<file path="config.mk">
export PLATFORM = sky130hd
export DESIGN_NAME = imm_narrow
export DESIGN_NICKNAME = d
export VERILOG_FILES = /design/src/rtl/imm_narrow.sv
export SDC_FILE = /design/constraint.sdc
export NUM_CORES = 1
export LEC_CHECK = 0
export CORE_ASPECT_RATIO = 0.9
export CORE_UTILIZATION = 35
export CTS_CLUSTER_SIZE = 12
export DETAILED_ROUTE_END_ITERATION = 8
export PLACE_DENSITY = 0.83
export SYNTH_ARGS = -nofsm -noshare
export SYNTH_HDL_FRONTEND = slang
export SYNTH_SLANG_ARGS = --single-unit
export TNS_END_PERCENT = 30
</file>
<file path="constraint.sdc">
create_clock -name clk -period 1.7 [get_ports clk]
set_clock_uncertainty 0.1 [all_clocks]
set_input_delay 0.17 -clock clk [delete_from_list [all_inputs] [get_ports clk]]
set_output_delay 0.17 -clock clk [all_outputs]
set_load 0.02 [all_outputs]
</file>
<file path="src/rtl/imm_narrow.sv">
`default_nettype none
// ============================================================================
// Module   : imm_narrow
// Purpose  : Narrows a 16-bit value to a 6-bit immediate field (signed or
//            unsigned range), flags out-of-range values, and counts delivered
//            overflow results with a saturating counter. One-entry output
//            register with valid/ready handshake on both sides.
// Config   : IMM_NARROW_SATURATE_EN -- when defined, out-of-range values are
//            clamped to the field limits; otherwise the low 6 bits pass through.
// Revision : 1.0 - initial release
// ============================================================================
module imm_narrow #(
    parameter int CNT_W = 8
) (
    input  logic             clk,
    input  logic             rst_n,
    input  logic             in_valid,
    output logic             in_ready,
    input  logic [15:0]      in16,
    input  logic             sign_extension_mode,
    output logic             out_valid,
    input  logic             out_ready,
    output logic [5:0]       out6,
    output logic             ovf,
    input  logic             clr_count,
    output logic [CNT_W-1:0] ovf_count
);

    localparam logic [CNT_W-1:0] c_cnt_one = {{(CNT_W-1){1'b0}}, 1'b1};

    logic             w_in_ready;
    logic             w_accept;
    logic             w_deliver;
    logic             w_ovf_signed;
    logic             w_ovf_unsigned;
    logic             w_ovf;
    logic [5:0]       w_out6;

    logic             r_out_valid;
    logic [5:0]       r_out6;
    logic             r_ovf;
    logic [CNT_W-1:0] r_ovf_count;

    // Handshake: the output register can take a new value when empty or draining
    always_comb begin
        w_in_ready = !r_out_valid || out_ready;
        w_accept   = in_valid && w_in_ready;
        w_deliver  = r_out_valid && out_ready;
    end

    // Range check and narrowing of the incoming value
    always_comb begin
        // Signed field fits only when bits 15..5 are a pure sign extension
        w_ovf_signed   = !((&in16[15:5]) || !(|in16[15:5]));
        w_ovf_unsigned = |in16[15:6];
        w_ovf          = sign_extension_mode ? w_ovf_signed : w_ovf_unsigned;
        w_out6         = in16[5:0];
`ifdef IMM_NARROW_SATURATE_EN
        if (w_ovf) begin
            if (sign_extension_mode) begin
                w_out6 = in16[15] ? 6'h20 : 6'h1F;
            end else begin
                w_out6 = 6'h3F;
            end
        end
`endif
    end

    // One-entry result register; a new accept replaces a delivered result
    always_ff @(posedge clk or negedge rst_n) begin
        if (!rst_n) begin
            r_out_valid <= 1'b0;
            r_out6      <= 6'h00;
            r_ovf       <= 1'b0;
        end else if (w_accept) begin
            r_out_valid <= 1'b1;
            r_out6      <= w_out6;
            r_ovf       <= w_ovf;
        end else if (w_deliver) begin
            r_out_valid <= 1'b0;
        end
    end

    // Saturating count of delivered overflow results; clear wins
    always_ff @(posedge clk or negedge rst_n) begin
        if (!rst_n) begin
            r_ovf_count <= '0;
        end else if (clr_count) begin
            r_ovf_count <= '0;
        end else if (w_deliver && r_ovf && (r_ovf_count != '1)) begin
            r_ovf_count <= r_ovf_count + c_cnt_one;
        end
    end

    assign in_ready  = w_in_ready;
    assign out_valid = r_out_valid;
    assign out6      = r_out6;
    assign ovf       = r_ovf;
    assign ovf_count = r_ovf_count;

endmodule
`default_nettype wire

</file>
==> metrics, run 1 <==
fraction of post-synthesis cell area in the top cell type by area=0.499; placed cell area=1220 um2; clock root cell=clkbuf_4; Tot GR Track Use=0.163; worst slack after detailed placement=-0.0190 ns; Final GP Congestion=0.751; clock latency on the worst-skew pair=0.30 ns; number of inserted filler cells in the final layout=196; global-route wire length before repair=2850 um; Cell Rows=16; maximum level of the CTS H-tree=1; flip-flop cell with the highest count after synthesis=dfrtp_1; TritonCTS clock tree=built; Die Footprint=2490 um2; Yosys warning count=0; count of boundary I/O pins=39; Tightest Pin Transition=0.367 ns; data arrival time of the worst path=1.79 ns; minimum setup slack in the final design=-0.00870 ns; final antenna-violating net count=0; FFs w/ async S/R, synth=1.00; die outline height=47.4 um; average size of a mapped cell=11.5 um2; Rel. slew slack=0.752; path class of the lowest-slack min-delay path=primary input to asynchronous set/reset pin; buffers added on ports=38; drt pass-1 iters=4; sequential cell area fraction in the yosys report=0.499; antenna diode instance count=0; area growth from synthesis to final layout=57.9%; number of global-route vias before repair=656; Hold Vio Cnt, Final=0; setup repair after global routing missed its margin=yes; routed wire length per instance=14.4 um; number of instances in the synthesized netlist=70; net count after synthesis=93; antenna violations before repair=0; number of buffers inserted during clock tree synthesis=3; worst hold margin=0.0899 ns; Finished Cell Area=1270 um2; Horiz. Die Dim=52.5 um; category of the worst setup path launch point=register; FF/Latch Area=402 um2; clk buf depth=2; peak supply drop=0.651 mV; share of layout cells above drive strength 1=0.186; kind of critical path=register to register; cell taking the most area after synthesis=dfrtp_1; total clock sinks=16; highest attainable clock frequency=0.585 GHz; maximum number of pins on one net before global-route repair=17; area of the placeable core=2160 um2; CP required=1.78 ns; overall power after layout=0.000915 W; leading post-synthesis cells by cell area=dfrtp_1 50%, mux2_2 8.4%, a211oi_2 4.7%; DRC violations left=0; Vias=751; endpoint class of the critical path=register; max-cap check violation count=0; count of routing violations after the opening detailed-route iteration=6; portion of the clock cycle consumed by the worst path in the final layout=1.01; run status=finished, violations left; grt ovf=0; total standard cell area after synthesis=802 um2; Layout Nets=137; synth unique cells=28; sum of routed wire length over all layers=2020 um; final critical delay including setup and external delays=1.71 ns; Max Slew Vio Count=0; top fanout value on the critical path=6; count of state elements after synthesis=16; EDFF count, synth=0; clock-pin slew on the worst setup and hold paths=0.10 ns; post-CTS setup-driven buffer insertion count=0; power per cell area=722 nW/um2; leakage power total=0.532 nW; vias per inst=5.36; starting density of the core=0.371; endpoints failing setup=1; fraction of the core area covered by cells at the end of the flow=0.586; violated checks=negative setup slack; multi-input combinational cell area=384 um2
==> cell type report <==
type / instances / area share
repair buffers: 41 / 0.321
flip-flops and latches: 16 / 0.317
multi-input cells: 51 / 0.303
well taps: 27 / 0.0267
clock buffers: 4 / 0.0287
inverters: 1 / 0.00296
==> per-stage QoR <==
step	cells	TNS, ns
final	140	-0.00870
after CTS	140	0
after floorplan	70	0
after detailed placement	136	-0.0190
after global placement	136	-0.0298
after global routing	140	-0.00407
==> repair_timing <==
item / in CTS / in global routing
hold buffers: 0 / 0
resized for setup: 1 / 3
setup endpoints to repair: 1 / 4
endpoints found under the hold margin: 0 / 0
==> power breakdown <==
group	internal [W]	switching (W)	total, W
Combinational	0.000128	0.0000996	0.000227
Sequential	0.000410	0.0000176	0.000427
Clock	0.000131	0.000129	0.000260
Total	0.000668	0.000247	0.000915
==> synth_stat cells, types with 2 or more instances <==
cell and number:
nand2b_1 2, nand2_1 3, dfrtp_1 16, o21ai_0 2, nand4_1 4, a211oi_2 3
nor4_1 2, xnor2_1 4, mux2_2 6, nand3_1 4, nor2_1 6, a21oi_1 2
==> per-layer routing <==
layer,GRT usage,part of all wire,routed length [um]
met1,0.177,0.38,777
met2,0.304,0.54,1100
met3,0.0698,0.067,135
met4,0.0316,0.0059,12
met5,0,0,0
==> state kept, by name, indices dropped and copies added, names as in the netlist <==
name       count
out_valid      1
out6           6
ovf            1
ovf_count      8
==> placed cells by master, fill, tap and decap left out, types with 2 or more instances in the layout <==
cell type,netlist,final
a211oi_2,3,3
a21oi_1,2,2
buf_4,0,3
clkbuf_4,0,3
clkdlybuf4s50_1,0,35
dfrtp_1,16,15
dlymetal6s2s_1,0,2
mux2_2,6,6
nand2_1,3,3
nand2b_1,2,2
nand3_1,4,4
nand4_1,4,4
nor2_1,6,6
nor4_1,2,2
o21ai_0,2,2
xnor2_1,4,4
==> critical path, stage by stage (launching register included) <==
cell and delay [ns]:
dfrtp_2 0.41, ha_1 0.23, and4_2 0.29, o41ai_1 0.44
a21oi_1 0.11
==> path summary, 6_finish.rpt <==
| path | startpoint | endpoint | slack, ns | cells after the start |
|---|---|---|---|---|
| setup reg to reg | ovf_count[0] | ovf_count[7] | -0.009 | 4 |
| hold / removal | rst_n | ovf_count[7] | 0.09 | 2 |
| setup / recovery | ovf_count[0] | ovf_count[7] | -0.009 | 4 |
| max in group asynchronous | rst_n | ovf_count[0] | 1.21 | 2 |
| hold reg to reg | out6[4] | out6[4] | 0.42 | 1 |
| min in group clk | in_valid | out_valid | 0.36 | 2 |
==> cell families (layout without fill, tap and decap cells) <==
logic type	count (synthesis)	count (layout)	synth area share
simple gates	27	27	0.198
flops	16	16	0.499
compound gates	11	11	0.112
mux	7	7	0.0967
xor+xnor	5	5	0.0546
buf+inv	3	46	0.0234
fa+ha+maj	1	1	0.0156
(Power assumes the default switching activity.)
==> inputs of run 2 (changes only) <==
- GPL_TIMING_DRIVEN: default -> 0
==> run 2 against run 1 <==
The flow now finishes without violations. Die area is the same. Total power shrank 0.76%. Sequential power grew 0.9%. Wire length grew 1.7%. Core utilization shrank 0.12 points. Hold slack gained 0.039 ns. Global-route usage grew 0.17 points. Flip-flop and latch count is the same. Critical path depth grew 1. Final area shrank 0.20%. Largest cell class is now registers. Largest power group unchanged.
==> metrics, run 2 (same netlist as run 1, synthesis figures left out) <==
sequential group share of total power=0.475 (was 0.467); number of inserted filler cells in the final layout=201 (was 196); peak supply drop=0.669 mV (was 0.651 mV); number of cells on the worst hold path=2; clk buf depth=2 (unchanged); number of buffers inserted by hold repair at cts=0 (unchanged); max-cap check violation count=0 (unchanged); number of flip-flops under the largest register name=8 (unchanged); post-detailed-placement half-perimeter wirelength=1530 um; clock root cell=clkbuf_4 (unchanged); routed wire length per instance=14.8 um (was 14.4 um); Final GP Congestion=0.740 (was 0.751); count of boundary I/O pins=39 (unchanged); area growth from synthesis to final layout=57.6% (was 57.9%); most frequent cells in the layout=35 x clkdlybuf4s50_1, 14 x dfrtp_1, 6 x mux2_2, 6 x nor2_1 (was 35 x clkdlybuf4s50_1, 15 x dfrtp_1, 6 x mux2_2, 6 x nor2_1); Post-Layout Cell Count=139 (was 140); kind of critical path=register to register (unchanged); area of the placeable core=2160 um2 (unchanged); antenna diode instance count=0 (unchanged); maximum number of pins on one net before global-route repair=17 (unchanged); final antenna-violating net count=0 (unchanged); clock latency on the worst-skew pair=0.29 ns (was 0.30 ns); maximum level of the CTS H-tree=1 (unchanged); category of the worst setup path launch point=register (unchanged); count of routing violations after the opening detailed-route iteration=7 (was 6); clock-pin slew on the worst setup and hold paths=0.10 ns (about the same); highest attainable clock frequency=0.600 GHz (was 0.585 GHz); total clock sinks=16 (unchanged); overall power after layout=0.000908 W (was 0.000915 W); leakage power total=0.503 nW (was 0.532 nW); fraction of power consumed by combinational cells=0.242 (was 0.249); cell total after placement=134 (was 136); endpoints failing setup=0 (was 1); Tightest Pin Transition=0.699 ns (was 0.367 ns); power per cell area=718 nW/um2 (was 722 nW/um2); clock share of power=0.283 (was 0.284); internal power=0.000664 W (was 0.000668 W); highest cell delay on the worst timing path=0.46 ns (was 0.44 ns); sum of routed wire length over all layers=2060 um (was 2020 um); starting density of the core=0.371 (unchanged); switching share of total power=0.268 (was 0.270); Tot GR Track Use=0.165 (was 0.163); vias per inst=5.22 (was 5.36); ordered cell list for the critical path=ha_2, and4_1, buf_6, o41ai_2, a21oi_1 (was ha_1, and4_2, o41ai_1, a21oi_1); path class of the lowest-slack min-delay path=primary input to register (was primary input to asynchronous set/reset pin); multi-input combinational cell area=393 um2 (was 384 um2); buffers added on ports=37 (was 38); power dissipated by switching net loads=0.000244 W (was 0.000247 W); number of global-route vias before repair=683 (was 656); FF/Latch Area=403 um2 (was 402 um2); Layout Nets=136 (was 137); Reg-to-Reg Start=ovf_count[1] (was ovf_count[0]); startpoint of the most critical hold path=clr_count; slowest cell on the critical path=dfrtp_2 (was o41ai_1); antenna violations before repair=0 (unchanged); Worst R2R Path Depth=5 (was 4); global-route wire length before repair=2850 um (unchanged); hold-critical path endpoint=ovf_count[0]; Horiz. Die Dim=52.5 um (unchanged); TritonCTS clock tree=built (unchanged); endpoint class of the critical path=register (unchanged); Hold Vio Cnt, Final=0 (unchanged); Rel. slew slack=0.532 (was 0.752); DRC violations left=0 (unchanged); share of layout cells above drive strength 1=0.196 (was 0.186); final critical delay including setup and external delays=1.67 ns (was 1.71 ns); Vias=726 (was 751); data arrival time of the worst path=1.74 ns (was 1.79 ns); most frequent standard cell in the layout excluding fill and tap cells=clkdlybuf4s50_1 (unchanged); Die Footprint=2490 um2 (unchanged); CP required=1.77 ns (was 1.78 ns); number of buffers inserted during clock tree synthesis=3 (unchanged); drt pass-1 iters=4 (unchanged); R2R setup slack=0.03 ns (was -0.009 ns); Cell Rows=16 (unchanged); top fanout value on the critical path=6 (unchanged); run status=finished clean (was finished, violations left); grt ovf=0 (unchanged); Max Slew Vio Count=0 (unchanged); die outline height=47.4 um (unchanged); portion of the clock cycle consumed by the worst path in the final layout=0.981 (was 1.01); Critical R2R Capture=ovf_count[7] (unchanged)
[run 2: changes by cell type in the layout (fill, tap and decap cells not counted)]
cell            before  now
dfrtp_2              1    2
buf_1                0    1
o21ai_0              2    1
buf_6                0    1
o41ai_2              0    1
dlymetal6s2s_1       2    1
o21ai_1              0    1
o41ai_1              1    0
buf_4                3    1
and4_2               1    0
ha_2                 0    1
ha_1                 1    0
and4_1               0    1
dfrtp_1             15   14
[run 2: stage by stage]
stage               utilization  hold WS (ns)  setup WS, ns  area [um2]  TNS (ns)
CTS                       0.576         0.141        0.0169        1240         0
finish                    0.584         0.129        0.0321        1260         0
global placement          0.558         0.388       -0.0360        1210   -0.0360
detailed placement        0.558         0.394       -0.0583        1210    -0.116
floorplan                     -        -0.226        0.0226         803         0
global route              0.584         0.160       -0.0320        1260   -0.0320
[run 2: layout make-up]
class / instances / share of cell area
buffer: 2 / 0.0119
clock buffer: 4 / 0.0287
inverter: 1 / 0.00297
multi-input combinational: 51 / 0.311
sequential: 16 / 0.319
tap: 27 / 0.0267
timing repair buffer: 38 / 0.300
[run 2: critical path, delay by kind of cell (launching register included)]
| family | cells | cell delay [ns] |
|---|---|---|
| buffers and inverters | 1 | 0.14 |
| adders and majority gates | 1 | 0.20 |
| AOI/OAI and AO/OA | 2 | 0.46 |
| DFF | 1 | 0.46 |
| and+or+nand+nor | 1 | 0.20 |
[run 2: power groups by stage]
stage | Clock [W] | Combinational, W | Sequential [W]
3_5_place_dp | 0 | 0.000219 | 0.000440
2_1_floorplan | 0 | 0.0000504 | 0.000474
4_1_cts | 0.000265 | 0.000219 | 0.000432
6_report | 0.000257 | 0.000220 | 0.000431
5_1_grt | 0.000283 | 0.000234 | 0.000434
3_3_place_gp | 0 | 0.000214 | 0.000438
[run 2: how the worst max path moves through the flow]
stage                       from            to  slack [ns]  depth (start not counted)
detailed placement     out_ready      in_ready       -0.06                          3
floorplan           ovf_count[1]  ovf_count[7]        0.02                          5
global route        ovf_count[0]  ovf_count[7]       -0.03                          5
global placement       out_ready      in_ready       -0.04                          3
CTS                 ovf_count[1]  ovf_count[1]        0.02                          1
finish              ovf_count[1]  ovf_count[7]        0.03                          5
[run 2: timing repair]
item	CTS	global route
setup endpoints to repair	3	4
cloned	0	0
buffers inserted	0	1
resized for setup	3	3
[run 2: per-layer routing]
metal / routed length (um) / vias to the layer above / track usage
li1: - / 348 / -
met1: 818 / 349 / 0.166
met2: 1110 / 24 / 0.309
met3: 98 / 5 / 0.0667
met4: 27 / 0 / 0.0684
met5: 0 / - / 0
